===== src/rtl/bcd_count_source_pkg.sv =====
// bcd_count_source_pkg: BCD digit type, limits and default timing shared with the display stage
package bcd_count_source_pkg;
  typedef logic [3:0] bcd_digit_t;
  typedef struct packed {
    bcd_digit_t tens;
    bcd_digit_t ones;
  } bcd2_t;
  localparam bcd_digit_t MAX_TENS = 4'd9;
  localparam bcd_digit_t MAX_ONES = 4'd9;
  localparam int TICK_DIV_DEFAULT = 50_000_000;
  localparam int DB_CYCLES_DEFAULT = 1_000_000;
  // One up/down step of a 00-99 BCD count, wrapping at both ends
  function automatic bcd2_t bcd_step(input bcd2_t c, input logic up);
    bcd2_t n;
    if (up) begin
      n.ones = (c.ones == MAX_ONES) ? 4'd0 : c.ones + 4'd1;
      n.tens = (c.ones != MAX_ONES) ? c.tens : (c.tens == MAX_TENS) ? 4'd0 : c.tens + 4'd1;
    end else begin
      n.ones = (c.ones == 4'd0) ? MAX_ONES : c.ones - 4'd1;
      n.tens = (c.ones != 4'd0) ? c.tens : (c.tens == 4'd0) ? MAX_TENS : c.tens - 4'd1;
    end
    return n;
  endfunction
  function automatic logic [6:0] bcd_to_bin(input bcd2_t c);
    return {3'd0, c.tens} * 7'd10 + {3'd0, c.ones};
  endfunction
endpackage


===== src/rtl/bcd_count_source_debounce.sv =====
// button_debounce: 2-FF synchronizer, stability filter and single-cycle press pulse
module button_debounce #(
  parameter int DB_CYCLES = 1_000_000
) (
  input  logic clk_50MHz,
  input  logic reset,
  input  logic btn,
  output logic press
);
  localparam int CW = (DB_CYCLES > 1) ? $clog2(DB_CYCLES) : 1;
  logic sync1_q, sync2_q, level_q, level_d, press_q, press_d;
  logic [CW-1:0] cnt_q, cnt_d;
  always_comb begin
    level_d = level_q;
    cnt_d = '0;
    if (sync2_q != level_q) begin
      cnt_d = cnt_q + 1'b1;
      if (cnt_q == CW'(DB_CYCLES - 1)) begin
        level_d = sync2_q;
        cnt_d = '0;
      end
    end
    press_d = level_d & ~level_q;
  end
  always_ff @(posedge clk_50MHz or posedge reset) begin
    if (reset) begin
      sync1_q <= 1'b0;
      sync2_q <= 1'b0;
      level_q <= 1'b0;
      press_q <= 1'b0;
      cnt_q <= '0;
    end else begin
      sync1_q <= btn;
      sync2_q <= sync1_q;
      level_q <= level_d;
      press_q <= press_d;
      cnt_q <= cnt_d;
    end
  end
  assign press = press_q;
endmodule


===== src/rtl/bcd_count_source.sv =====
// bcd_count_source: 1 Hz prescaled two-digit BCD up/down counter with run/pause and clear buttons
module bcd_count_source
  import bcd_count_source_pkg::*;
#(
  parameter int TICK_DIV  = TICK_DIV_DEFAULT,
  parameter int DB_CYCLES = DB_CYCLES_DEFAULT
) (
  input  logic        clk_50MHz,
  input  logic        reset,
  input  logic        btn_run,
  input  logic        btn_clr,
  input  logic        sw_dir,
  output logic [11:0] bcd,
  output logic [6:0]  count_bin,
  output logic        running,
  output logic        tick
);
  localparam int PW = $clog2(TICK_DIV);
  logic run_press, clr_press;
  logic dir1_q, dir_q;
  logic running_q, running_d;
  logic [PW-1:0] pre_q, pre_d;
  bcd2_t cnt_q, cnt_d;
  logic [6:0] bin_q, bin_d;
  button_debounce #(.DB_CYCLES(DB_CYCLES)) u_db_run (
    .clk_50MHz(clk_50MHz), .reset(reset), .btn(btn_run), .press(run_press)
  );
  button_debounce #(.DB_CYCLES(DB_CYCLES)) u_db_clr (
    .clk_50MHz(clk_50MHz), .reset(reset), .btn(btn_clr), .press(clr_press)
  );
  // Clear wins over a coincident tick; run and clear act independently
  always_comb begin
    tick = running_q && (pre_q == PW'(TICK_DIV - 1));
    running_d = running_q ^ run_press;
    pre_d = (clr_press || tick) ? '0 : running_q ? pre_q + 1'b1 : pre_q;
    cnt_d = clr_press ? '0 : tick ? bcd_step(cnt_q, dir_q) : cnt_q;
    bin_d = bcd_to_bin(cnt_d);
  end
  always_ff @(posedge clk_50MHz or posedge reset) begin
    if (reset) begin
      dir1_q <= 1'b0;
      dir_q <= 1'b0;
      running_q <= 1'b1;
      pre_q <= '0;
      cnt_q <= '0;
      bin_q <= '0;
    end else begin
      dir1_q <= sw_dir;
      dir_q <= dir1_q;
      running_q <= running_d;
      pre_q <= pre_d;
      cnt_q <= cnt_d;
      bin_q <= bin_d;
    end
  end
  assign bcd = {4'd0, cnt_q.tens, cnt_q.ones};
  assign count_bin = bin_q;
  assign running = running_q;
endmodule


===== config.mk =====
export PLATFORM = sky130hd
export DESIGN_NAME = bcd_count_source
export DESIGN_NICKNAME = d
export VERILOG_FILES = /design/src/rtl/bcd_count_source_pkg.sv /design/src/rtl/bcd_count_source_debounce.sv /design/src/rtl/bcd_count_source.sv
export SDC_FILE = /design/constraint.sdc
export NUM_CORES = 1
export LEC_CHECK = 0
export ABC_AREA = 0
export CORE_MARGIN = 2
export CORE_UTILIZATION = 60
export CTS_CLUSTER_DIAMETER = 80
export DETAILED_ROUTE_END_ITERATION = 12
export PLACE_DENSITY = 0.9
export SYNTH_ARGS = -nofsm -noshare
export SYNTH_HDL_FRONTEND = slang
export SYNTH_SLANG_ARGS = --single-unit

===== constraint.sdc =====
create_clock -name clk_50MHz -period 4.4 [get_ports clk_50MHz]
set_clock_uncertainty 0.2 [all_clocks]
set_input_delay 0.44 -clock clk_50MHz [delete_from_list [all_inputs] [get_ports clk_50MHz]]
set_output_delay 0.44 -clock clk_50MHz [all_outputs]
set_load 0.02 [all_outputs]

; ---- Word-level counts from Yosys, hierarchy flattened
; Index checks and enable logic that the tools add are counted.
[totals]
elab_cells = 64
reg_bits = 92
output_inout_bits = 21
inputBits = 5
[op_classes]
n_eq_ne = 8
muxes = 19
bitwise = 5
multipliers = 1
addsub = 8
reduce_logical = 6
[ops]
columns = cell, count
row1 = 20-bit 2-to-1 mux, 4
row2 = 26-bit 2-to-1 mux, 2
row3 = "20-bit by 1-bit adder with 20-bit output, second input constant", 2
row4 = "20-bit equality test, second input constant", 2
row5 = "26-bit by 1-bit adder with 26-bit output, second input constant", 1
row6 = "26-bit equality test, second input constant", 1
row7 = 4-bit 2-to-1 mux, 6
row8 = 8-bit 2-to-1 mux, 3
row9 = "4-bit by 1-bit adder with 4-bit output, second input constant", 2
row10 = "4-bit equality test, second input constant", 2
row11 = 4-bit logical NOT, 2
row12 = "4-bit by 1-bit subtractor with 4-bit output, second input constant", 2
row13 = 7-bit by 4-bit adder with 7-bit output, 1
row14 = "4-bit by 3-bit multiplier with 6-bit output, second input constant", 1
row15 = 1-bit 2-to-1 mux, 4
row16 = "4-bit != test, second input constant", 1
row17 = 4-bit nonzero test, 1
row18 = 1-bit AND, 2
row19 = 1-bit != test, 2
row20 = 1-bit NOT, 2
row21 = 2-bit nonzero test, 1
row22 = 1-bit logical AND, 1
row23 = 1-bit logical OR, 1
row24 = 1-bit bitwise XOR, 1

; ---- Longest topological paths before layout
[depth]
ltp_word = 8
depth_mapped = 14
ltp_nobuf = 14

; ---- Cells and area by module
; Synthesis repeated with hierarchy kept, for this count alone.
[hier_totals]
hier_cells = 491
area_unflattened_um2 = 4971.0
[by_module_without_submodules]
columns = mod, seq_area_each_um2, cells_each, instances, area_per_inst_um2
row1 = bcd_count_source, 1077.3, 275, 1, 2593.7
row2 = button_debounce, 600.6, 108, 2, 1188.6

; ---- Least setup slack after synthesis
; Ideal clock, no wire load.
[synth_path]
kind = register -> register
startpoint = register, netlist name count_bin[0]
endpoint = register bin_q[6], in the netlist count_bin[6]
arrival_ps = 3616
setup_time_ps = 80
setup_slack_ps = 504
t_required_ps = 4120
path_buffers = 0
stages_incl_launch_ff = 15
synth_period_minus_slack_ps = 3896
path_cell_list = dfrtp_1 inv_1 ha_1 nor2b_1 nor3b_1 or2_2 a21oi_1 nor3_1 ha_1 ha_1 inv_1 fa_1 nor3b_1 xor2_1 xnor2_1
[synth_lines]
columns = item, line
row1 = end signal: assignment, bcd_count_source.sv:53  ; bin_q <= bin_d;
row2 = end: declaration, bcd_count_source.sv:24  ; logic [6:0] bin_q, bin_d;

==> metrics.txt <==
final-report setup violation count 0; Bufs on Longest Clock Path 2; number of vias after detailed routing 3481; die height between 90 and 100 um; fraction of layout instances using a drive strength above 1 under 10%; Global Route Usage Sum 22.6%; most frequent standard cell in the layout excluding fill and tap cells sky130_fd_sc_hd__dfrtp_1; synthesis-to-finish area growth 10.0%; die area approximately 8500 um2; post-synthesis cell type count between 50 and 60; Post-CTS Repair Setup Buffers 0; total gr overflow 0; #FFs+latches synth 91; global-route wire length before repair approximately 15 mm; detailed-router iteration count before antenna repair 5; post-route ant nets 0; most frequent CP cell sky130_fd_sc_hd__ha_1; Cell Pwr Density between 200 and 300 nW/um2; CTS tree done; number of warnings issued by yosys 0; dominant delay contributor by cell family on the critical path simple AND/OR/NAND/NOR gates; final-stage net count 515; clock sink total 91; number of synthesized flops with an enable pin 0; standard cell with the maximum stage delay on the critical path sky130_fd_sc_hd__nor3b_1; clock latency at the later pin of the worst-skew pair 360 ps; actual slew at the worst max-slew pin 823 ps; final hold vios 0; Worst Setup Path Type register to register; max frequency ~250 MHz; CTS hold repair buffers 0; setup repair after global routing missed its margin false; count of final max-slew check failures 0; required time of the critical path approximately 4500 ps; number of CTS-inserted buffers 9; worst ir drop on vdd about 0.17 mV; startpoint type of the worst setup path register; aggregate negative setup slack 0 ps; initial core utilization between 60% and 70%; least setup slack across all paths after layout 428 ps; post-synthesis sequential area ratio between 40% and 50%; vias in the first global route ~3500; Via density 5.80; clock period minus worst slack slightly below 4000 ps; pre-CTS worst setup slack 446 ps; antenna cell count 0; post-cts repair resize count 0; number of antenna violations at the first check in global routing 0; number of ports placed on the die boundary 26; top flip-flop cell by instance count after synthesis sky130_fd_sc_hd__dfrtp_1; register clock-pin slew on the reported worst setup and hold paths roughly 100 ps; H-tree depth reported by CTS 3; net switching power figure around 340 uW; Critical Path, Cell by Cell inv_1, ha_1, nor2b_1, nor3b_1, or2_2, a21oi_1, nor3_1, ha_1, ha_1, inv_1, fa_1, nor3b_1, xor2_1, xnor2_1; share of synthesized registers carrying an async set or reset 100%; leakage power roughly 0.0023 uW; run status complete, no violations; internal power component between 1000 and 1500 uW; Final Power between 1000 and 1500 uW; remaining routing DRC violations 0; area of the placeable core around 7600 um2; Worst Path Arrival between 4000 and 5000 ps; number of DRC markers in iteration 0 195; critical path capture point type register; largest net degree at the start of global routing 33; Combinational Power Share 3.0%; maximum fanout along the worst path 6; area of the mapped netlist between 4000 and 5000 um2; relative contribution of the clock network to total power 38.5%; switching part of the total power 23.1%; die boundary width about 92 um; sum of net half-perimeters after detailed placement between 6 and 7 mm; final weighted congestion in routability-driven placement about 0.87; Buf+Inv Stages, Crit Path 2; Synth Instances 473; Post-Syn Area per Cell about 9.8 um2; relative slew slack 45.0%; I/O Buffers 21; number of maximum-capacitance constraint violations 0; average wire per standard cell approximately 15 um; Period Utilization, post-route 90.3%; CTS root buffer sky130_fd_sc_hd__clkbuf_8; row count 32; commonest cells after routing, fill and taps aside sky130_fd_sc_hd__dfrtp_1, sky130_fd_sc_hd__nor2_1, sky130_fd_sc_hd__xor2_1, sky130_fd_sc_hd__nand2_1, sky130_fd_sc_hd__nand3_1; sequential group share of total power 58.5%; wire length reported by the detailed router roughly 8.9 mm; class of the tightest hold or removal check register to register; crit-path max cell delay ~540 ps
[registers in the layout, summed over array words and instances (netlist names), 7 cells and up]
register / flops
bcd: 7
u_db_clr.cnt_q: 20
pre_q: 26
u_db_run.cnt_q: 20
count_bin: 7
[area by class of cell]
class | instances | area [um2]
Clock buffer | 10 | 128
Multi-Input combinational cell | 349 | 2210
Clock inverter | 6 | 65.1
Inverter | 17 | 65.1
Fill cell | 566 | 2490
Tap cell | 102 | 128
Sequential cell | 91 | 2280
Timing Repair Buffer | 25 | 240
[per-stage QoR]
step	cells	cell area, um2	utilization, %	hold slack, ps
final	600	5120	67.3	157
after global routing	600	5120	67.3	167
after CTS	600	5120	67.3	158
after detailed placement	584	4920	64.7	136
after global placement	584	4920	64.7	133
after floorplan	476	4660	-	131
[path summary, 6_finish.rpt]
check,startpoint,end,slack [ps],cells past startpoint
worst min register to register,u_db_run.sync1_q,u_db_run.sync2_q,160,0
max in group asynchronous,reset,running,2940,3
worst min-delay path,u_db_run.sync1_q,u_db_run.sync2_q,160,0
worst max-delay path,count_bin[0],count_bin[6],430,14
worst max register to register,count_bin[0],count_bin[6],430,14
min in group asynchronous,reset,u_db_clr.cnt_q[10],230,2
[power groups by stage]
stage                     combinational, uW  sequential (uW)  clock [uW]
after detailed placement               43.9              867           0
after CTS                              44.4              851         570
after global routing                   50.4              852         609
after floorplan                        35.4              864           0
after global placement                 42.5              866           0
final                                  43.3              851         560
[per-layer routing]
metal	global-route usage [%]	routed length (um)	up-vias
met5	0	0	-
li1	-	-	1637
met3	5.59	368	18
met1	29.2	3800	1728
met2	37.4	4560	98
met4	7.96	162	0
[worst reg2reg max path: stages, from the launching register on]
cell and delay (ps):
sky130_fd_sc_hd__dfrtp_1 440, sky130_fd_sc_hd__inv_1 160, sky130_fd_sc_hd__ha_1 230, sky130_fd_sc_hd__nor2b_1 220, sky130_fd_sc_hd__nor3b_1 540, sky130_fd_sc_hd__or2_2 250, sky130_fd_sc_hd__a21oi_1 70, sky130_fd_sc_hd__nor3_1 210
sky130_fd_sc_hd__ha_1 280, sky130_fd_sc_hd__ha_1 190, sky130_fd_sc_hd__inv_1 60, sky130_fd_sc_hd__fa_1 440, sky130_fd_sc_hd__nor3b_1 270, sky130_fd_sc_hd__xor2_1 220, sky130_fd_sc_hd__xnor2_1 140
[cells in the mapped netlist (all sizes together) (3+ instances only)]
cell	instances	area [um2]
and4	3	27.5
nor2	84	315
clkbuf	7	26.3
ha	15	188
nor4b	4	47.6
a21oi	13	68.8
inv	17	63.8
nor3	11	60.1
nor4	5	31.3
o21ai	10	50.1
or3	6	42.5
buf	12	80.1
or2	4	25.0
xnor2	23	201
nand2b	3	18.8
nor3b	5	37.5
and3	10	62.6
a22oi	3	22.5
nand4	18	119
nand3	24	120
xor2	44	385
nand2	32	120
dfrtp	90	2250
or4	4	33.8
[logic make-up (layout without fill, tap and decap cells)]
logic type,Yosys count,after routing,share of synthesized area [%]
simple gates,221,221,24.1
xor+xnor,67,67,12.6
mux,3,3,0.700
flops,91,91,49.0
fa+ha+maj,17,17,4.90
buf+inv,36,58,3.66
other cells,1,4,0.0807
compound gates,37,37,4.90
Power figures use the tool's default switching activity.
